$ cat src/rtl/mem_access_if.sv
// Data-memory request/grant/response bus between the MEM stage (master)
// and the data memory (slave).
interface mem_access_if;
  logic        dmem_req_o;
  logic        dmem_we_o;
  logic [63:0] dmem_addr_o;
  logic [63:0] dmem_wdata_o;
  logic [7:0]  dmem_wstrb_o;
  logic        dmem_gnt_i;
  logic        dmem_rvalid_i;
  logic [63:0] dmem_rdata_i;

  modport master (
    output dmem_req_o, dmem_we_o, dmem_addr_o, dmem_wdata_o, dmem_wstrb_o,
    input  dmem_gnt_i, dmem_rvalid_i, dmem_rdata_i
  );

  modport slave (
    input  dmem_req_o, dmem_we_o, dmem_addr_o, dmem_wdata_o, dmem_wstrb_o,
    output dmem_gnt_i, dmem_rvalid_i, dmem_rdata_i
  );
endinterface

$ cat src/rtl/mem_access.sv
// rv64IM memory-access stage: EX/MEM latch, dmem handshake FSM, store lane
// formatting and load extension. Optional misaligned-access trap: MEM_MISALIGN_TRAP_EN.
module mem_access (
  input  logic         clock,
  input  logic         reset,
  input  logic         flush_i,
  input  logic         load_i,
  input  logic         store_i,
  input  logic [2:0]   funct3_i,
  input  logic [63:0]  aluout_i,
  input  logic [63:0]  sdata_i,
  input  logic         wen_i,
  input  logic [4:0]   rd_i,
  input  logic [63:0]  pc_i,
  input  logic         exit_i,
  mem_access_if.master dmem,
  output logic         valid_o,
  output logic         wen_o,
  output logic [4:0]   rd_o,
  output logic [63:0]  wdata_o,
  output logic [63:0]  pc_o,
  output logic         exit_o,
  output logic         stall_req_o
`ifdef MEM_MISALIGN_TRAP_EN
  ,
  output logic         misalign_o
`endif
);

  typedef enum logic [1:0] {S_IDLE, S_REQ, S_WAIT, S_DONE} state_t;

  state_t      state;
  logic        r_valid, r_load, r_store, r_wen, r_exit, r_misalign;
  logic [2:0]  r_funct3;
  logic [63:0] r_aluout, r_sdata, r_pc;
  logic [4:0]  r_rd;
  logic [63:0] ld_q;

  logic        capture, in_mem, in_misalign;
  logic [2:0]  off;
  logic [7:0]  mask;
  logic [63:0] shifted, ld_fmt;

  assign capture = (state == S_IDLE) || (state == S_DONE);
  assign in_mem  = !flush_i && (load_i || store_i);
  assign off     = r_aluout[2:0];

  // Alignment is judged on the incoming EX address so the FSM can skip the bus.
  always_comb begin
    in_misalign = 1'b0;
`ifdef MEM_MISALIGN_TRAP_EN
    case (funct3_i[1:0])
      2'b01:   in_misalign = aluout_i[0];
      2'b10:   in_misalign = |aluout_i[1:0];
      2'b11:   in_misalign = |aluout_i[2:0];
      default: in_misalign = 1'b0;
    endcase
`endif
  end

  always_comb begin
    mask = 8'h01;
    case (r_funct3[1:0])
      2'b00:   mask = 8'h01;
      2'b01:   mask = 8'h03;
      2'b10:   mask = 8'h0F;
      default: mask = 8'hFF;
    endcase
  end

  assign shifted = dmem.dmem_rdata_i >> {off, 3'b000};

  always_comb begin
    ld_fmt = shifted;
    case (r_funct3)
      3'b000:  ld_fmt = {{56{shifted[7]}},  shifted[7:0]};
      3'b001:  ld_fmt = {{48{shifted[15]}}, shifted[15:0]};
      3'b010:  ld_fmt = {{32{shifted[31]}}, shifted[31:0]};
      3'b100:  ld_fmt = {{56{1'b0}}, shifted[7:0]};
      3'b101:  ld_fmt = {{48{1'b0}}, shifted[15:0]};
      3'b110:  ld_fmt = {{32{1'b0}}, shifted[31:0]};
      default: ld_fmt = shifted;
    endcase
  end

  always_ff @(posedge clock) begin
    if (reset) begin
      state      <= S_IDLE;
      r_valid    <= 1'b0;
      r_load     <= 1'b0;
      r_store    <= 1'b0;
      r_wen      <= 1'b0;
      r_exit     <= 1'b0;
      r_misalign <= 1'b0;
      r_funct3   <= '0;
      r_aluout   <= '0;
      r_sdata    <= '0;
      r_pc       <= '0;
      r_rd       <= '0;
      ld_q       <= '0;
    end else begin
      case (state)
        S_IDLE, S_DONE: begin
          if (flush_i) begin
            r_valid    <= 1'b0;
            r_load     <= 1'b0;
            r_store    <= 1'b0;
            r_wen      <= 1'b0;
            r_exit     <= 1'b0;
            r_misalign <= 1'b0;
            r_funct3   <= '0;
            r_aluout   <= '0;
            r_sdata    <= '0;
            r_pc       <= '0;
            r_rd       <= '0;
          end else begin
            r_valid    <= 1'b1;
            r_load     <= load_i;
            r_store    <= store_i;
            r_wen      <= wen_i;
            r_exit     <= exit_i;
            r_misalign <= in_mem && in_misalign;
            r_funct3   <= funct3_i;
            r_aluout   <= aluout_i;
            r_sdata    <= sdata_i;
            r_pc       <= pc_i;
            r_rd       <= rd_i;
          end
          if (in_mem) state <= in_misalign ? S_DONE : S_REQ;
          else        state <= S_IDLE;
        end
        S_REQ: begin
          if (dmem.dmem_gnt_i) state <= r_store ? S_DONE : S_WAIT;
        end
        S_WAIT: begin
          if (dmem.dmem_rvalid_i) begin
            ld_q  <= ld_fmt;
            state <= S_DONE;
          end
        end
        default: state <= S_IDLE;
      endcase
    end
  end

  assign stall_req_o       = (state == S_REQ) || (state == S_WAIT);
  assign dmem.dmem_req_o   = (state == S_REQ);
  assign dmem.dmem_we_o    = r_store;
  assign dmem.dmem_addr_o  = {r_aluout[63:3], 3'b000};
  assign dmem.dmem_wdata_o = r_sdata << {off, 3'b000};
  assign dmem.dmem_wstrb_o = (r_load || r_store) ? (mask << off) : '0;

  assign valid_o = r_valid &&
                   (((state == S_IDLE) && !(r_load || r_store)) || (state == S_DONE));
  assign wdata_o = r_load ? ld_q : r_aluout;
  assign wen_o   = valid_o && r_wen && !r_store && !r_misalign;
  assign exit_o  = valid_o && r_exit;
  assign rd_o    = r_rd;
  assign pc_o    = r_pc;

`ifdef MEM_MISALIGN_TRAP_EN
  assign misalign_o = (state == S_DONE) && r_misalign;
`endif

endmodule

$ cat src/flat_wrapper.sv
// flat-port wrapper written by rule: the top's interface ports become plain ports
module mem_access_flat 
  (clock, reset, flush_i, load_i, store_i, funct3_i, aluout_i, sdata_i, wen_i, rd_i, pc_i, exit_i, valid_o, wen_o, rd_o, wdata_o, pc_o, exit_o, stall_req_o, dmem_dmem_req_o, dmem_dmem_we_o, dmem_dmem_addr_o, dmem_dmem_wdata_o, dmem_dmem_wstrb_o, dmem_dmem_gnt_i, dmem_dmem_rvalid_i, dmem_dmem_rdata_i);
  mem_access_if dmem_i ();
  input  logic clock;
  input  logic reset;
  input  logic flush_i;
  input  logic load_i;
  input  logic store_i;
  input  logic [2:0] funct3_i;
  input  logic [63:0] aluout_i;
  input  logic [63:0] sdata_i;
  input  logic wen_i;
  input  logic [4:0] rd_i;
  input  logic [63:0] pc_i;
  input  logic exit_i;
  output logic valid_o;
  output logic wen_o;
  output logic [4:0] rd_o;
  output logic [63:0] wdata_o;
  output logic [63:0] pc_o;
  output logic exit_o;
  output logic stall_req_o;
  output wire logic [$bits(dmem_i.dmem_req_o)-1:0] dmem_dmem_req_o;
  output wire logic [$bits(dmem_i.dmem_we_o)-1:0] dmem_dmem_we_o;
  output wire logic [$bits(dmem_i.dmem_addr_o)-1:0] dmem_dmem_addr_o;
  output wire logic [$bits(dmem_i.dmem_wdata_o)-1:0] dmem_dmem_wdata_o;
  output wire logic [$bits(dmem_i.dmem_wstrb_o)-1:0] dmem_dmem_wstrb_o;
  input wire logic [$bits(dmem_i.dmem_gnt_i)-1:0] dmem_dmem_gnt_i;
  input wire logic [$bits(dmem_i.dmem_rvalid_i)-1:0] dmem_dmem_rvalid_i;
  input wire logic [$bits(dmem_i.dmem_rdata_i)-1:0] dmem_dmem_rdata_i;
  assign dmem_dmem_req_o = dmem_i.dmem_req_o;
  assign dmem_dmem_we_o = dmem_i.dmem_we_o;
  assign dmem_dmem_addr_o = dmem_i.dmem_addr_o;
  assign dmem_dmem_wdata_o = dmem_i.dmem_wdata_o;
  assign dmem_dmem_wstrb_o = dmem_i.dmem_wstrb_o;
  assign dmem_i.dmem_gnt_i = dmem_dmem_gnt_i;
  assign dmem_i.dmem_rvalid_i = dmem_dmem_rvalid_i;
  assign dmem_i.dmem_rdata_i = dmem_dmem_rdata_i;
  mem_access u_core (.clock(clock), .reset(reset), .flush_i(flush_i), .load_i(load_i), .store_i(store_i), .funct3_i(funct3_i), .aluout_i(aluout_i), .sdata_i(sdata_i), .wen_i(wen_i), .rd_i(rd_i), .pc_i(pc_i), .exit_i(exit_i), .dmem(dmem_i), .valid_o(valid_o), .wen_o(wen_o), .rd_o(rd_o), .wdata_o(wdata_o), .pc_o(pc_o), .exit_o(exit_o), .stall_req_o(stall_req_o));
endmodule
$ cat config.mk
export PLATFORM = sky130hd
export DESIGN_NAME = mem_access_flat
export DESIGN_NICKNAME = d
export VERILOG_FILES = /design/src/rtl/mem_access_if.sv /design/src/rtl/mem_access.sv /design/src/flat_wrapper.sv
export SDC_FILE = /design/constraint.sdc
export NUM_CORES = 1
export LEC_CHECK = 0
export ABC_CLOCK_PERIOD_IN_PS = 3500
export BUFFER_PORTS_ARGS = -buffer_cell sky130_fd_sc_hd__buf_2
export CAP_MARGIN = 20
export CORE_AREA = 5 5 208 210
export CTS_BUF_LIST = sky130_fd_sc_hd__clkbuf_4 sky130_fd_sc_hd__clkbuf_8
export DETAILED_ROUTE_END_ITERATION = 10
export DIE_AREA = 0 0 213 215
export PLACE_DENSITY_LB_ADDON = 0.25
export SLEW_MARGIN = 0
export SYNTH_ARGS = -nofsm -noshare
export SYNTH_HDL_FRONTEND = slang
export SYNTH_SLANG_ARGS = --single-unit
$ cat constraint.sdc
create_clock -name clock -period 3.5 [get_ports clock]
set_input_delay 0.175 -clock clock [delete_from_list [all_inputs] [get_ports clock]]
set_output_delay 0.175 -clock clock [all_outputs]
set_load 0.03 [all_outputs]
==> impl_summary.txt, run 1 <==
----------------------------------------------------
[Clock tree]
  Master cell of the clock root buffer ... sky130_fd_sc_hd__clkbuf_8
  TritonCTS clock tree ... yes
  Total number of H-tree levels ... 2
  Buffer levels on the longest clock path ... 3
  Skew-Pair Late Insertion Delay ... 0.63 ns
  Count of clock tree sinks ... 271
  Clock input transition at the sequential cells of the worst setup and hold paths ... 0.06 ns
  Total clock buffers created by CTS ... 51
  Setup Fix Bufs, Post-CTS ... 0

[Logic synthesis]
  Top flip-flop cell by instance count after synthesis ... sky130_fd_sc_hd__dfxtp_1
  Synthesized instance count ... 1,656
  Synthesis Warnings ... 0
  Number of flip-flops and latches in the synthesized netlist ... 271
  Mapped Area ... 14,300 sq um
  Post-synthesis async set-or-reset flop share ... 0
  Fraction of synthesized cell area taken by the top area cell type ... 0.381
  Count of flip-flops with a built-in enable after synthesis ... 0
  Library cell occupying the most area in the post-synthesis netlist ... sky130_fd_sc_hd__dfxtp_1
  Library cells used by synthesis ... 44
  Synth Area per Inst ... 8.61 sq um
  Leading post-synthesis cells by cell area ... sky130_fd_sc_hd__dfxtp_1 (38%), sky130_fd_sc_hd__a22oi_1 (11%), sky130_fd_sc_hd__nor2_1 (9.3%), sky130_fd_sc_hd__mux2_2 (7.7%), sky130_fd_sc_hd__mux2i_1 (7.4%)
  Share of the yosys chip area belonging to registers ... 0.381

[Timing]
  Post-layout min period ... 3.17 ns
  Transition time at the pin with the least slew margin ... 1.11 ns
  Final count of hold timing violations ... 0
  Post-route clock period utilization ... 0.905
  Maximum clock rate ... 316 MHz
  Final Setup Violations ... 0
  Fin Setup TNS ... 0 ns
  Unrepaired setup endpoints after global routing ... no
  Slew Limit Fails ... 0
  Clock skew after layout ... 0.0272 ns
  Slew HR ... 0.263
  Final setup margin ... 0.334 ns

[Power and ir drop]
  Power per Cell Area ... 633 nW/um^2
  Leakage power figure ... 8.73 nW
  Maximum resistive drop on vdd ... 0.000542 V

[GRT]
  Overflow after GRT ... 0
  Antenna violations before repair ... 9
  Total track usage ... 0.251
  Pin count of the biggest net entering global routing ... 210
  Number of global-route vias before repair ... 15,500
  First-pass GRT wire length ... 91,400 um

[Routing]
  Vias per Instance ... 5.37
  1st-pass router iterations ... 5
  Number of remaining DRC errors ... 0
  Routed vias ... 15,300
  Remaining antenna violation count ... 0
  Routed length per placed instance ... 21.3 um
  1st-iter DRT viols ... 1,133
  Final WL ... 60,800 um

[Floorplanning]
  Area of the die ... 45,800 sq um
  I/O pins ... 548
  Die height ... 215 um
  Starting density of the core ... 0.344
  Core ar. ... 41,400 sq um
  X dimension of the die ... 213 um
  Rows ... 75

[Placement]
  Count of buffers from port buffering ... 544
  DP Worst Slack ... 0.943 ns
  Routability-driven placement congestion ratio ... 0.928
  Detailed placement HPWL ... 42,000 um

[Setup path]
  Slack of the worst reg-to-reg path ... 0.89 ns
  Critical path required time ... 3.32 ns
  Data arrival time of the critical path ... 2.99 ns
  Launching element type of the critical path ... register
  Largest fanout of any net on the critical path ... 115
  Critical path class ... reg -> out
  Crit path from ... u_core.r_aluout[1]
  Critical R2R Launch ... u_core.r_aluout[0]
  Type of destination of the critical path ... output port

[Final layout]
  Top library cells by usage in the layout, fill and taps aside ... sky130_fd_sc_hd__buf_2 (543), sky130_fd_sc_hd__nor2_1 (351), sky130_fd_sc_hd__dfxtp_1 (267), sky130_fd_sc_hd__dlygate4sd3_1 (219), sky130_fd_sc_hd__a22oi_1 (204)
  Filler Cell Count ... 3,909
  Commonest non-fill, non-tap cell in the layout ... sky130_fd_sc_hd__buf_2
  Area growth from synthesis to final layout ... 40.8%
  Share of layout cells above drive strength 1 ... 0.339
  Final-stage net count ... 2,552

[Worst hold path]
  Startpoint of the most critical hold path ... reset
  Class of the tightest hold or removal check ... in -> reg

[Run]
  Max Cap Viol ... 0

[Run status]
  Result of the run ... complete, no violations

----------------------------------------------------
-- per-layer routing --
metal | share of wire | vias up | track usage
met5 | 0.00077 | - | 0
met4 | 0.039 | 8 | 0.0971
met3 | 0.078 | 152 | 0.0661
met2 | 0.49 | 686 | 0.426
met1 | 0.40 | 7366 | 0.302
li1 | - | 7124 | -
-- critical path, stage by stage, from the launching register on --
cell and delay (ns):
sky130_fd_sc_hd__dfxtp_4 0.58, sky130_fd_sc_hd__buf_12 0.46, sky130_fd_sc_hd__nand2b_1 0.58, sky130_fd_sc_hd__o22ai_1 0.33
sky130_fd_sc_hd__buf_2 0.27
-- path summary, 6_finish.rpt --
check                               end  depth (start not counted)
setup / recovery  dmem_dmem_wdata_o[46]                          4
hold reg to reg         u_core.ld_q[24]                          2
setup reg to reg        u_core.ld_q[62]                          6
hold / removal      u_core.r_aluout[58]                          2
-- synth_stat cells, types with 10 or more instances --
master,n
sky130_fd_sc_hd__nor2_1,352
sky130_fd_sc_hd__a22oi_1,204
sky130_fd_sc_hd__mux2i_1,106
sky130_fd_sc_hd__a211oi_1,74
sky130_fd_sc_hd__dfxtp_1,271
sky130_fd_sc_hd__buf_4,65
sky130_fd_sc_hd__buf_2,26
sky130_fd_sc_hd__buf_1,19
sky130_fd_sc_hd__clkbuf_1,106
sky130_fd_sc_hd__and2_1,10
sky130_fd_sc_hd__mux2_2,97
sky130_fd_sc_hd__o21ai_0,39
sky130_fd_sc_hd__mux4_2,15
sky130_fd_sc_hd__a311oi_1,10
sky130_fd_sc_hd__nor3_1,26
sky130_fd_sc_hd__nand2b_1,12
sky130_fd_sc_hd__o22ai_1,19
sky130_fd_sc_hd__nor2b_1,21
sky130_fd_sc_hd__nand2_1,74
sky130_fd_sc_hd__a21oi_1,54
-- metrics by stage --
step | cells | util | total power, W | hold slack, ns | instance area [sq um]
finish | 2855 | 0.485 | 0.0127 | 0.101 | 20100
global route | 2855 | 0.485 | 0.0134 | 0.0704 | 20100
global placement | 2541 | 0.406 | 0.00918 | 0.404 | 16800
floorplan | 1658 | - | 0.00777 | 0.316 | 14300
detailed placement | 2542 | 0.406 | 0.00924 | 0.414 | 16800
CTS | 2850 | 0.485 | 0.0128 | 0.0375 | 20100
-- final cells by class --
class,instances,area (sq um),area share
antenna,5,12.5,0.000623
clock buffer,82,1020,0.0509
clock inverter,7,35.0,0.00175
inverter,7,26.3,0.00131
multi-input combinational,1159,7690,0.383
sequential,271,5440,0.271
tap,539,674,0.0336
timing repair buffer,785,5170,0.258
-- where the power goes --
group / switching [W] / total [W] / internal, W
combinational: 0.00356 / 0.00539 / 0.00182
clock: 0.00143 / 0.00326 / 0.00183
sequential: 0.000477 / 0.00404 / 0.00357
total: 0.00547 / 0.0127 / 0.00722
-- logic make-up (layout without fill, tap and decap cells) --
logic type | count (synthesis) | count (layout) | share of synthesized area
adder cells (fa/ha/maj) | 4 | 4 | 0.00351
AND/OR/NAND/NOR | 513 | 513 | 0.150
other | 1 | 8 | 0.000263
AO/OA/AOI/OAI | 421 | 421 | 0.208
multiplexers | 218 | 218 | 0.175
flip-flops | 271 | 271 | 0.381
buffers and inverters | 228 | 881 | 0.0821
-- state kept, by name, indices dropped and copies added (netlist names), 2 cells and up --
signal / cells
u_core.state: 2
u_core.rd_o: 5
u_core.ld_q: 64
u_core.r_aluout: 64
u_core.pc_o: 64
u_core.r_sdata: 64
u_core.r_funct3: 3
-- repair_timing --
item                                    4_1_cts  5_1_grt
hold endpoints to repair                    217        0
endpoints found under the setup margin        0        0
gates resized for setup                       0        0
hold buffers                                219        0
No activity file was read; power rests on OpenSTA's default activity.
==> inputs of run 2 (changes only) <==
--- a/config.mk
+++ b/config.mk
@@ -8,7 +8,7 @@
 export ABC_CLOCK_PERIOD_IN_PS = 3500
 export BUFFER_PORTS_ARGS = -buffer_cell sky130_fd_sc_hd__buf_2
 export CAP_MARGIN = 20
-export CORE_AREA = 5 5 208 210
+export CORE_AREA = 8 8 205 207
 export CTS_BUF_LIST = sky130_fd_sc_hd__clkbuf_4 sky130_fd_sc_hd__clkbuf_8
 export DETAILED_ROUTE_END_ITERATION = 10
 export DIE_AREA = 0 0 213 215
==> impl_summary.txt, run 2 (same netlist as run 1, synthesis figures left out) <==
----------------------------------------------------
[Worst hold path]
  Startpoint of the most critical hold path ... dmem_dmem_rdata_i[49]
  Hold Path Sink ... u_core.ld_q[41]
  Class of the tightest hold or removal check ... in -> reg
  Hold Path Cell Cnt ... 5

[Timing]
  Fin Setup TNS ... 0 ns
  Post-Route Hold Slack ... 0.0784 ns
  Maximum clock rate ... 322 MHz
  Post-layout min period ... 3.11 ns
  Slew Limit Fails ... 0
  Post-route clock period utilization ... 0.888
  Slew HR ... 0.280
  Final Setup Violations ... 0
  Final count of hold timing violations ... 0
  Transition time at the pin with the least slew margin ... 1.08 ns
  Unrepaired setup endpoints after global routing ... no
  Clock skew after layout ... 0.0252 ns

[Placement]
  Count of buffers from port buffering ... 544
  Detailed placement HPWL ... 43,700 um
  Post-Place Cell Area ... 16,800 sq um
  Routability-driven placement congestion ratio ... 0.957
  Inst Count DP ... 2,523

[Routing]
  1st-iter DRT viols ... 1,173
  Vias per Instance ... 5.44
  Remaining antenna violation count ... 0
  Number of remaining DRC errors ... 0
  Routed length per placed instance ... 22.4 um
  Final WL ... 63,700 um
  Routed vias ... 15,400
  1st-pass router iterations ... 6

[Floorplanning]
  Core ar. ... 39,000 sq um
  I/O pins ... 548
  Starting density of the core ... 0.365
  Area of the die ... 45,800 sq um
  Die height ... 215 um
  Rows ... 73
  X dimension of the die ... 213 um

[Final layout]
  Top library cells by usage in the layout, fill and taps aside ... sky130_fd_sc_hd__buf_2 (543), sky130_fd_sc_hd__nor2_1 (351), sky130_fd_sc_hd__dfxtp_1 (267), sky130_fd_sc_hd__dlygate4sd3_1 (216), sky130_fd_sc_hd__a22oi_1 (204)
  Commonest non-fill, non-tap cell in the layout ... sky130_fd_sc_hd__buf_2
  Final-stage net count ... 2,544
  Non-filler instance count after layout ... 2,840
  Share of layout cells above drive strength 1 ... 0.339
  Final core area utilization ... 0.514
  Area growth from synthesis to final layout ... 40.7%
  Total non-filler cell area in the finished layout ... 20,000 sq um

[GRT]
  Number of global-route vias before repair ... 15,500
  First-pass GRT wire length ... 94,500 um
  Overflow after GRT ... 0
  Total track usage ... 0.263
  Pin count of the biggest net entering global routing ... 210
  Antenna violations before repair ... 10

[Setup path]
  Critical path class ... reg -> out
  Critical R2R Launch ... u_core.state[0]
  Data arrival time of the critical path ... 2.93 ns
  Crit path from ... u_core.r_aluout[1]
  Critical path required time ... 3.32 ns
  Launching element type of the critical path ... register
  Largest fanout of any net on the critical path ... 132
  Capture instance of the worst register-to-register path ... u_core.state[0]
  R2r worst-path depth ... 7
  Slack of the worst reg-to-reg path ... 0.85 ns
  Type of destination of the critical path ... output port

[Power and ir drop]
  Leakage power figure ... 8.70 nW
  Power per Cell Area ... 640 nW/um^2
  Maximum resistive drop on vdd ... 0.000535 V

[Clock tree]
  Master cell of the clock root buffer ... sky130_fd_sc_hd__clkbuf_8
  Skew-Pair Late Insertion Delay ... 0.64 ns
  Total number of H-tree levels ... 2
  Count of clock tree sinks ... 271
  TritonCTS clock tree ... yes
  Cells resized by post-CTS repair ... 0
  Buffer levels on the longest clock path ... 3
  Total clock buffers created by CTS ... 51
  Setup Fix Bufs, Post-CTS ... 0
  Clock input transition at the sequential cells of the worst setup and hold paths ... 0.06 ns

[Run status]
  Result of the run ... complete, no violations

[Run]
  Max Cap Viol ... 0

----------------------------------------------------
run 2: worst max-delay path, stage by stage (launching register included):
cell and delay, ns:
sky130_fd_sc_hd__dfxtp_4 0.42, sky130_fd_sc_hd__buf_12 0.49, sky130_fd_sc_hd__nand2b_1 0.57, sky130_fd_sc_hd__o22ai_1 0.43, sky130_fd_sc_hd__buf_2 0.26
run 2: layer usage:
metal,GRT usage,vias up,part of all wire
met1,0.301,7401,0.39
met2,0.454,760,0.49
met5,0,-,0.00055
li1,-,7125,-
met3,0.0719,151,0.089
met4,0.108,6,0.036
run 2: stage by stage:
step | setup WS (ns) | power (W)
CTS | 0.399 | 0.0128
floorplan | 0.386 | 0.00777
finish | 0.391 | 0.0128
global route | 0.221 | 0.0135
global placement | 1.04 | 0.00920
detailed placement | 0.958 | 0.00926
run 2: how the worst max path moves through the flow:
stage / end / slack [ns] / cells after the start
floorplan: dmem_dmem_wstrb_o[6] / 0.39 / 9
CTS: dmem_dmem_wdata_o[36] / 0.40 / 4
global route: dmem_dmem_wdata_o[36] / 0.22 / 4
detailed placement: u_core.ld_q[21] / 0.96 / 5
global placement: u_core.ld_q[22] / 1.04 / 5
finish: dmem_dmem_wdata_o[36] / 0.39 / 4
run 2: where the power goes:
| group | internal [W] | leakage (nW) | switching, W |
|---|---|---|---|
| logic | 0.00182 | 5.91 | 0.00360 |
| clock network | 0.00191 | 0.582 | 0.00143 |
| registers | 0.00357 | 2.22 | 0.000493 |
run 2: layout make-up:
cell class                      count  area, sq um
Fill cell                        3626        19000
Multi-Input combinational cell   1159         7690
Sequential cell                   271         5440
Timing Repair Buffer              777         5110
Clock buffer                       83         1020
Tap cell                          525          657
Clock inverter                      8         73.8
Inverter                            7         26.3
Antenna cell                       10         25.0
run 2: timing repair:
action,4_1_cts,5_1_grt
endpoints found under the setup margin,0,0
hold endpoints to repair,215,0
hold buffers,216,0
==> inputs of run 3 (changes only) <==
--- a/config.mk
+++ b/config.mk
@@ -12,7 +12,6 @@
 export CTS_BUF_LIST = sky130_fd_sc_hd__clkbuf_4 sky130_fd_sc_hd__clkbuf_8
 export DETAILED_ROUTE_END_ITERATION = 10
 export DIE_AREA = 0 0 213 215
-export PLACE_DENSITY_LB_ADDON = 0.25
 export SLEW_MARGIN = 0
 export SYNTH_ARGS = -nofsm -noshare
 export SYNTH_HDL_FRONTEND = slang
==> impl_summary.txt, run 3 (same netlist as run 1, synthesis figures left out) <==
----------------------------------------------------
[Run status]
  Result of the run ... complete, no violations

[Timing]
  Transition time at the pin with the least slew margin ... 1.05 ns
  Post-layout min period ... 3.11 ns
  Maximum clock rate ... 322 MHz
  Final setup margin ... 0.393 ns
  Final count of hold timing violations ... 0
  Slew Limit Fails ... 0
  Clock skew after layout ... 0.0390 ns
  Unrepaired setup endpoints after global routing ... no
  Slew HR ... 0.300
  Post-route clock period utilization ... 0.888
  Final Setup Violations ... 0
  Post-Route Hold Slack ... 0.0578 ns
  Fin Setup TNS ... 0 ns

[Routing]
  Final WL ... 62,100 um
  Remaining antenna violation count ... 0
  1st-pass router iterations ... 5
  Routed vias ... 15,300
  1st-iter DRT viols ... 1,316
  Number of remaining DRC errors ... 0
  Routed length per placed instance ... 21.9 um
  Vias per Instance ... 5.38

[Setup path]
  Crit path from ... u_core.r_aluout[0]
  Largest fanout of any net on the critical path ... 73
  Crit-path max cell delay ... 0.62 ns
  Type of destination of the critical path ... output port
  Worst path bufs/invs ... 2
  Cell family with the largest share of critical-path delay ... buffers and inverters
  Critical path class ... reg -> out
  Master of the slowest instance on the critical path ... sky130_fd_sc_hd__dfxtp_4
  Slack of the worst reg-to-reg path ... 0.73 ns
  Data arrival time of the critical path ... 2.93 ns
  Launching element type of the critical path ... register
  Critical R2R Launch ... u_core.r_aluout[2]
  Critical path required time ... 3.32 ns
  Cell-by-cell trace of the critical path ... buf_6 -> or2_2 -> a21oi_1 -> a2111oi_0 -> buf_2

[Floorplanning]
  Rows ... 73
  Die height ... 215 um
  Starting density of the core ... 0.365
  I/O pins ... 548
  Core ar. ... 39,000 sq um
  Area of the die ... 45,800 sq um
  X dimension of the die ... 213 um

[Clock tree]
  Total number of H-tree levels ... 2
  Total clock buffers created by CTS ... 50
  Count of clock tree sinks ... 271
  Skew-Pair Late Insertion Delay ... 0.63 ns
  Buffer levels on the longest clock path ... 3
  TritonCTS clock tree ... yes
  Master cell of the clock root buffer ... sky130_fd_sc_hd__clkbuf_8
  Clock input transition at the sequential cells of the worst setup and hold paths ... 0.06 ns

[Final layout]
  Share of layout cells above drive strength 1 ... 0.339
  Commonest non-fill, non-tap cell in the layout ... sky130_fd_sc_hd__buf_2
  Top library cells by usage in the layout, fill and taps aside ... sky130_fd_sc_hd__buf_2 (543), sky130_fd_sc_hd__nor2_1 (351), sky130_fd_sc_hd__dfxtp_1 (267), sky130_fd_sc_hd__dlygate4sd3_1 (220), sky130_fd_sc_hd__a22oi_1 (204)
  Final core area utilization ... 0.515
  Total non-filler cell area in the finished layout ... 20,100 sq um
  Final-stage net count ... 2,553
  Area growth from synthesis to final layout ... 40.8%
  Filler Cell Count ... 3,619

[Worst hold path]
  Startpoint of the most critical hold path ... reset
  Class of the tightest hold or removal check ... in -> reg

[Placement]
  Routability-driven placement congestion ratio ... 0.908
  Detailed placement HPWL ... 43,600 um
  Count of buffers from port buffering ... 544
  Post-Place Cell Area ... 16,800 sq um
  DP Worst Slack ... 0.629 ns

[Power and ir drop]
  Power per Cell Area ... 634 nW/um^2
  Maximum resistive drop on vdd ... 0.000729 V
  Leakage power figure ... 8.74 nW

[GRT]
  Overflow after GRT ... 0
  Antenna violations before repair ... 7
  First-pass GRT wire length ... 92,800 um
  Pin count of the biggest net entering global routing ... 210
  Total track usage ... 0.257
  Number of global-route vias before repair ... 15,500

[Run]
  Max Cap Viol ... 0

----------------------------------------------------
run 3: changes by cell type in the layout (fill, tap and decap cells not counted):
cell,before,now
sky130_fd_sc_hd__clkbuf_8,64,58
sky130_fd_sc_hd__buf_4,10,15
sky130_fd_sc_hd__diode_2,10,6
sky130_fd_sc_hd__dlygate4sd3_1,216,220
sky130_fd_sc_hd__clkinv_2,4,7
sky130_fd_sc_hd__clkinvlp_4,2,0
sky130_fd_sc_hd__buf_6,0,1
sky130_fd_sc_hd__bufinv_16,1,2
sky130_fd_sc_hd__clkbuf_4,19,18
sky130_fd_sc_hd__inv_4,0,1
run 3: stage by stage:
stage,std cells,total power [W]
floorplan,1658,0.00777
global placement,2528,0.00922
detailed placement,2528,0.00928
CTS,2835,0.0128
global route,2841,0.0134
finish,2842,0.0127
run 3: final timing paths:
| kind | end | cells past startpoint |
|---|---|---|
| worst max-delay path | dmem_dmem_wstrb_o[5] | 5 |
| worst min-delay path | u_core.r_aluout[2] | 2 |
| worst max register to register | u_core.ld_q[16] | 5 |
| worst min register to register | u_core.ld_q[2] | 2 |
run 3: what timing repair did:
action | CTS | global route
hold buffers | 220 | 0
pin swaps | 0 | 0
gates resized for setup | 1 | 0
gates cloned | 0 | 0
buffers inserted | 0 | 1
setup endpoints to repair | 1 | 1
endpoints found under the hold margin | 219 | 0
run 3: routing by layer:
| layer | GRT usage | up-vias | part of all wire |
|---|---|---|---|
| met1 | 0.299 | 7273 | 0.39 |
| met2 | 0.433 | 723 | 0.48 |
| met5 | 0 | - | 0.00037 |
| li1 | - | 7132 | - |
| met3 | 0.0722 | 144 | 0.086 |
| met4 | 0.118 | 4 | 0.044 |
run 3: cell type report:
cell class / count / area [sq um] / area share
Multi-Input combinational cell: 1159 / 7690 / 0.383
Sequential cell: 271 / 5440 / 0.271
Timing Repair Buffer: 787 / 5200 / 0.259
Clock buffer: 76 / 933 / 0.0465
Tap cell: 525 / 657 / 0.0327
Clock inverter: 11 / 110 / 0.00549
Inverter: 7 / 26.3 / 0.00131
Antenna cell: 6 / 15.0 / 0.000748
run 3: report_power, final:
group | internal [W] | switching (W) | total [W]
logic | 0.00186 | 0.00361 | 0.00546
registers | 0.00357 | 0.000466 | 0.00403
clock network | 0.00184 | 0.00140 | 0.00324
